$ cat config.mk
export PLATFORM = sky130hd
export DESIGN_NAME = isp_1bit_bbox_detect
export DESIGN_NICKNAME = d
export VERILOG_FILES = /design/src/rtl/isp_1bit_bbox_detect.sv
export SDC_FILE = /design/constraint.sdc
export NUM_CORES = 1
export LEC_CHECK = 0
export ABC_AREA = 1
export BUFFER_PORTS_ARGS = -buffer_cell sky130_fd_sc_hd__buf_2
export CORE_MARGIN = 10
export CORE_UTILIZATION = 60
export CTS_CLUSTER_DIAMETER = 80
export DETAILED_ROUTE_END_ITERATION = 7
export PLACE_DENSITY = 0.8
export SLEW_MARGIN = 20
export SYNTH_ARGS = -nofsm -noshare
export SYNTH_HDL_FRONTEND = slang
export SYNTH_SLANG_ARGS = --single-unit
$ cat constraint.sdc
create_clock -name sys_clk -period 2.15 [get_ports sys_clk]
set_input_delay 0.215 -clock sys_clk [delete_from_list [all_inputs] [get_ports sys_clk]]
set_output_delay 0.215 -clock sys_clk [all_outputs]
set_load 0.02 [all_outputs]
$ cat src/rtl/isp_1bit_bbox_detect.sv
// Bounding-box and foreground-count detector for the 1-bit morphology stream.
// Also re-emits the video as RGB565 with the previous frame's box outlined in red.
module isp_1bit_bbox_detect #(
    parameter int H_BITS     = 11,
    parameter int V_BITS     = 11,
    parameter int CNT_BITS   = 21,
    parameter int MIN_PIXELS = 16
) (
    input  logic                sys_clk,
    input  logic                sys_rst_n,
    input  logic                bin_wr_en,
    input  logic                bin_href,
    input  logic                bin_vsync,
    input  logic                img_1bit_in,
    output logic [H_BITS-1:0]   box_x_min,
    output logic [H_BITS-1:0]   box_x_max,
    output logic [V_BITS-1:0]   box_y_min,
    output logic [V_BITS-1:0]   box_y_max,
    output logic [CNT_BITS-1:0] box_pix_cnt,
    output logic                box_found,
    output logic                box_valid,
    output logic                out_wr_en,
    output logic                out_href,
    output logic                out_vsync,
    output logic [15:0]         out_rgb565
);

    localparam logic [CNT_BITS-1:0] MIN_CNT = CNT_BITS'(MIN_PIXELS);
    localparam logic [15:0] RGB_RED   = 16'hF800;
    localparam logic [15:0] RGB_WHITE = 16'hFFFF;

    logic                vsync_d, href_d;
    logic                vs_rise, hs_fall, fg_pix, armed;
    logic [H_BITS-1:0]   x_cnt, x_min, x_max;
    logic [V_BITS-1:0]   y_cnt, y_min, y_max;
    logic [CNT_BITS-1:0] pix_cnt;
    logic                on_col, on_row, outline;

    assign vs_rise = bin_vsync & ~vsync_d;
    assign hs_fall = ~bin_href & href_d;
    // A pixel coinciding with vs_rise belongs to neither frame.
    assign fg_pix  = bin_wr_en & img_1bit_in & ~vs_rise;

    // NOTE: all state uses non-blocking assignments so every block sees pre-edge values.
    always_ff @(posedge sys_clk or negedge sys_rst_n) begin
        if (!sys_rst_n) begin
            vsync_d <= 1'b0;
            href_d  <= 1'b0;
            x_cnt   <= '0;
            y_cnt   <= '0;
        end else begin
            vsync_d <= bin_vsync;
            href_d  <= bin_href;
            if (vs_rise || hs_fall)
                x_cnt <= '0;
            else if (bin_wr_en && x_cnt != '1)
                x_cnt <= x_cnt + 1'b1;
            if (vs_rise)
                y_cnt <= '0;
            else if (hs_fall && y_cnt != '1)
                y_cnt <= y_cnt + 1'b1;
        end
    end

    always_ff @(posedge sys_clk or negedge sys_rst_n) begin
        if (!sys_rst_n) begin
            x_min   <= '1;
            x_max   <= '0;
            y_min   <= '1;
            y_max   <= '0;
            pix_cnt <= '0;
        end else if (vs_rise) begin
            x_min   <= '1;
            x_max   <= '0;
            y_min   <= '1;
            y_max   <= '0;
            pix_cnt <= '0;
        end else if (fg_pix) begin
            if (x_cnt < x_min) x_min <= x_cnt;
            if (x_cnt > x_max) x_max <= x_cnt;
            if (y_cnt < y_min) y_min <= y_cnt;
            if (y_cnt > y_max) y_max <= y_cnt;
            if (pix_cnt != '1) pix_cnt <= pix_cnt + 1'b1;
        end
    end

    // The first vs_rise after reset only arms; its partial frame is dropped.
    always_ff @(posedge sys_clk or negedge sys_rst_n) begin
        if (!sys_rst_n) begin
            armed       <= 1'b0;
            box_valid   <= 1'b0;
            box_found   <= 1'b0;
            box_x_min   <= '0;
            box_x_max   <= '0;
            box_y_min   <= '0;
            box_y_max   <= '0;
            box_pix_cnt <= '0;
        end else begin
            box_valid <= vs_rise & armed;
            if (vs_rise) begin
                armed <= 1'b1;
                if (armed) begin
                    box_x_min   <= x_min;
                    box_x_max   <= x_max;
                    box_y_min   <= y_min;
                    box_y_max   <= y_max;
                    box_pix_cnt <= pix_cnt;
                    box_found   <= (pix_cnt >= MIN_CNT);
                end
            end
        end
    end

    always_comb begin
        on_col  = (x_cnt == box_x_min || x_cnt == box_x_max) &&
                  (y_cnt >= box_y_min && y_cnt <= box_y_max);
        on_row  = (y_cnt == box_y_min || y_cnt == box_y_max) &&
                  (x_cnt >= box_x_min && x_cnt <= box_x_max);
        outline = box_found & (on_col | on_row);
    end

    always_ff @(posedge sys_clk or negedge sys_rst_n) begin
        if (!sys_rst_n) begin
            out_wr_en  <= 1'b0;
            out_href   <= 1'b0;
            out_vsync  <= 1'b0;
            out_rgb565 <= '0;
        end else begin
            out_wr_en <= bin_wr_en;
            out_href  <= bin_href;
            out_vsync <= bin_vsync;
            if (!bin_wr_en)
                out_rgb565 <= '0;
            else if (outline)
                out_rgb565 <= RGB_RED;
            else
                out_rgb565 <= img_1bit_in ? RGB_WHITE : 16'h0000;
        end
    end

endmodule

==> out/metrics.yaml <==
clocking:
  clk_pin_slew_ns: 0.06
  cts_root_buffer: "clkbuf_16"
  cts_tree: "built"
  cts.htree.levels: 4
  clockBufferDepth: 2
  cts_num_sinks: 160
  insertion_delay_ns: 0.43
  cts_made_buffers: 17
  post-cts-setup-buffer-count: 0
route:
  vias: 8359
  drtIter0Drc: 576
  drt-vias-per-instance: 5.421
  ant_nets: 0
  wl_um: 23650
  firstDrtPassIters: 5
  drt-wirelength-per-cell_um: 15.33
  drc: 0
synth:
  mappedNetlistArea_mm2: 0.009410
  ys_warn_count: 0
  synth.distinct_cells: 33
  ys_ff_latch: 160
  syn_avg_cell_area_um2: 7.745
  ys_seq_area_share_pct: 42.84
  synthSimpleGateAreaFrac_pct: 24.07
  yosys.area_share.xor_xnor_pct: 1.210
  synth_top_family_by_area: "simple AND/OR/NAND/NOR gates"
  yosys.area.top_type: "dfrtp_1"
  synth_top_area_share_pct: 36.70
  synth_fp_nets: 1311
  synth_compound_area_share_pct: 9.972
  synth.area.top_cells: "dfrtp_1 (37%), nand2_1 (13%), ha_1 (12%)"
  synth.area.mux_share_pct: 0
  synthAdderAreaFrac_pct: 11.97
  syn_inst: 1215
placed_design:
  pre_cts_ws_ns: 0.1200
  place_area_mm2: 0.01022
  dp_hpwl_um: 17550
  io_buffers: 91
  gp_congestion: 0.9467
floorplan:
  die_h_um: 145.2
  die_w_um: 145.2
  core_area_mm2: 0.01526
  ios: 92
  start_util_pct: 61.67
  die_area_mm2: 0.02109
  num_rows: 45
final_layout:
  area_growth_syn_to_layout_pct: 15.76
  fin_util_pct: 71.39
  regArea_mm2: 0.004034
  multiInputGateArea_mm2: 0.004456
  drive_above_1_share_pct: 15.18
  stdcell_area_mm2: 0.01089
  nets: 1414
  fillers: 1233
  diodes: 0
global_routing:
  grt_pass1_vias: 8239
  antenna_found_initial: 0
  use_met1_pct: 29.33
  grt_pass1_wl_um: 40120
  gr-usage-met2_pct: 36.40
  grt_usage_pct: 22.70
  grt_busiest_layer: "met2"
  met3_usage_pct: 4.533
  grt_max_degree: 91
  overflow: 0
setup_path:
  startpoint_type: "register"
  ff2ff_path_depth: 11
  cp_data_required_time_ns: 2.46
  r2r_setup_slack_ns: 0.18
  crit_type: "register to register"
  crit_fanout: 6
  cp.arrival_ns: 2.28
  cp-end-kind: "register"
run:
  maxCapViolCount: 0
sta:
  slew_violations: 0
  fin_worst_skew_ns: 0.006739
  timing.final.ws_setup_ns: 0.1821
  slew_headroom_pct: 54.70
  tightest_slew_ns: 0.6785
  rsz0062_at_grt: "false"
  fmax_mhz: 508.2
  finalCritPeriodShare_pct: 91.53
  setup_tns_ns: 0
  hold-worst-slack_ns: 0.1237
  min_period_ns: 1.968
  hold_viol: 0
  setup_violations: 0
min_path:
  holdPathStages: 3
  hp-class: "input pin to register"
power:
  ir_worst_vdd_mv: 0.5697
  power_leakage_nw: 5.596
  power_density_mw_per_mm2: 782.8
outcome:
  status: "completed"
logic make-up after synthesis:
group	Yosys count
buffers and inverters	228
AOI/OAI and AO/OA	184
DFF	160
xor gates and xnor gates	13
and+or+nand+nor	540
adders and majority gates	90
where the power goes:
part / switching, mW / internal [mW] / leakage, nW
registers: 0.222 / 3.33 / 2.11
logic: 1.19 / 0.605 / 3.18
clock network: 1.18 / 1.99 / 0.307
total: 2.59 / 5.93 / 5.60
layer usage:
metal / part of all wire, % / up-vias
met1: 44 / 3922
met2: 47 / 276
met3: 6.7 / 56
met4: 2.6 / 0
li1: - / 4105
met5: 0 / -
final timing paths:
kind                           startpoint             end
max reg2reg                      y_cnt[2]  out_rgb565[14]
min reg2reg                box_pix_cnt[2]  box_pix_cnt[2]
max in group asynchronous       sys_rst_n        x_min[1]
min                           img_1bit_in  out_rgb565[10]
min in group asynchronous       sys_rst_n       box_valid
max                              y_cnt[2]  out_rgb565[14]
critical path: stages, from the launching register on:
cell,delay [ns]
dfrtp_1,0.45
buf_4,0.19
ha_1,0.29
nand2_1,0.12
o21ai_0,0.29
nand2_1,0.10
nand3_1,0.08
nand2_1,0.07
nand3_1,0.07
nand2_1,0.08
nand3_1,0.07
nand2_1,0.06
cells in the final DEF, fill, tap and decap left out, types with 5 or more instances in the layout:
master	netlist	routed
dfstp_2	22	22
buf_12	0	5
xor2_1	11	11
nor2_1	88	88
nor4_1	7	7
dfrtp_1	138	136
nand4_1	21	21
inv_2	9	9
nand3_1	74	74
a21oi_1	41	41
inv_1	170	170
buf_4	14	32
clkbuf_16	0	17
buf_2	4	90
o21ai_1	34	35
ha_1	90	90
nand2_1	325	324
nor3_1	11	11
o21ai_0	102	101
clkinv_2	0	5
area by class of cell:
cell class	count	share of cell area, %
clock inverter	11	1.482
inverter	180	6.203
multi-input combinational	827	40.90
tap	211	2.424
timing repair buffer	132	7.730
sequential	160	37.03
clock buffer	21	4.227
registers in the layout, summed over array words and instances, names as in the netlist:
register,cells
box_y_max,11
box_x_max,11
y_max,11
x_cnt,11
armed,1
y_min,11
box_found,1
out_href,1
x_min,11
out_wr_en,1
pix_cnt,21
box_valid,1
y_cnt,11
out_rgb565,2
box_pix_cnt,21
box_y_min,11
out_vsync,1
box_x_min,11
x_max,11
what timing repair did:
item                                   in CTS  in global routing
hold buffers                                4                  0
setup endpoints to repair                   0                 33
endpoints found under the hold margin      45                  0
resized for setup                           0                  5
per-stage QoR:
step	cells	total power [mW]
floorplan	1215	4.725
global placement	1506	5.318
detailed placement	1506	5.377
CTS	1542	8.568
global route	1542	8.977
finish	1542	8.527
synth_stat cells:
cell / count
inv_1: 170
nor3_1: 11
nor2_2: 2
o21bai_1: 1
buf_6: 3
a21oi_1: 41
nand4_1: 21
dfrtp_1: 138
clkbuf_1: 25
clkinv_1: 1
buf_2: 4
nand2_2: 4
nor4_1: 7
nor2_4: 1
o21ai_0: 102
xnor2_1: 2
nor2_1: 88
o31ai_1: 1
nand3b_1: 3
buf_1: 2
nand3_1: 74
dfstp_2: 22
ha_1: 90
o21ai_1: 34
o211ai_1: 1
nor3_2: 2
xor2_1: 11
nor3_4: 1
buf_4: 14
o21a_1: 4
nand2_1: 325
or2_1: 1
inv_2: 9
No activity file was read; power rests on OpenSTA's default activity.
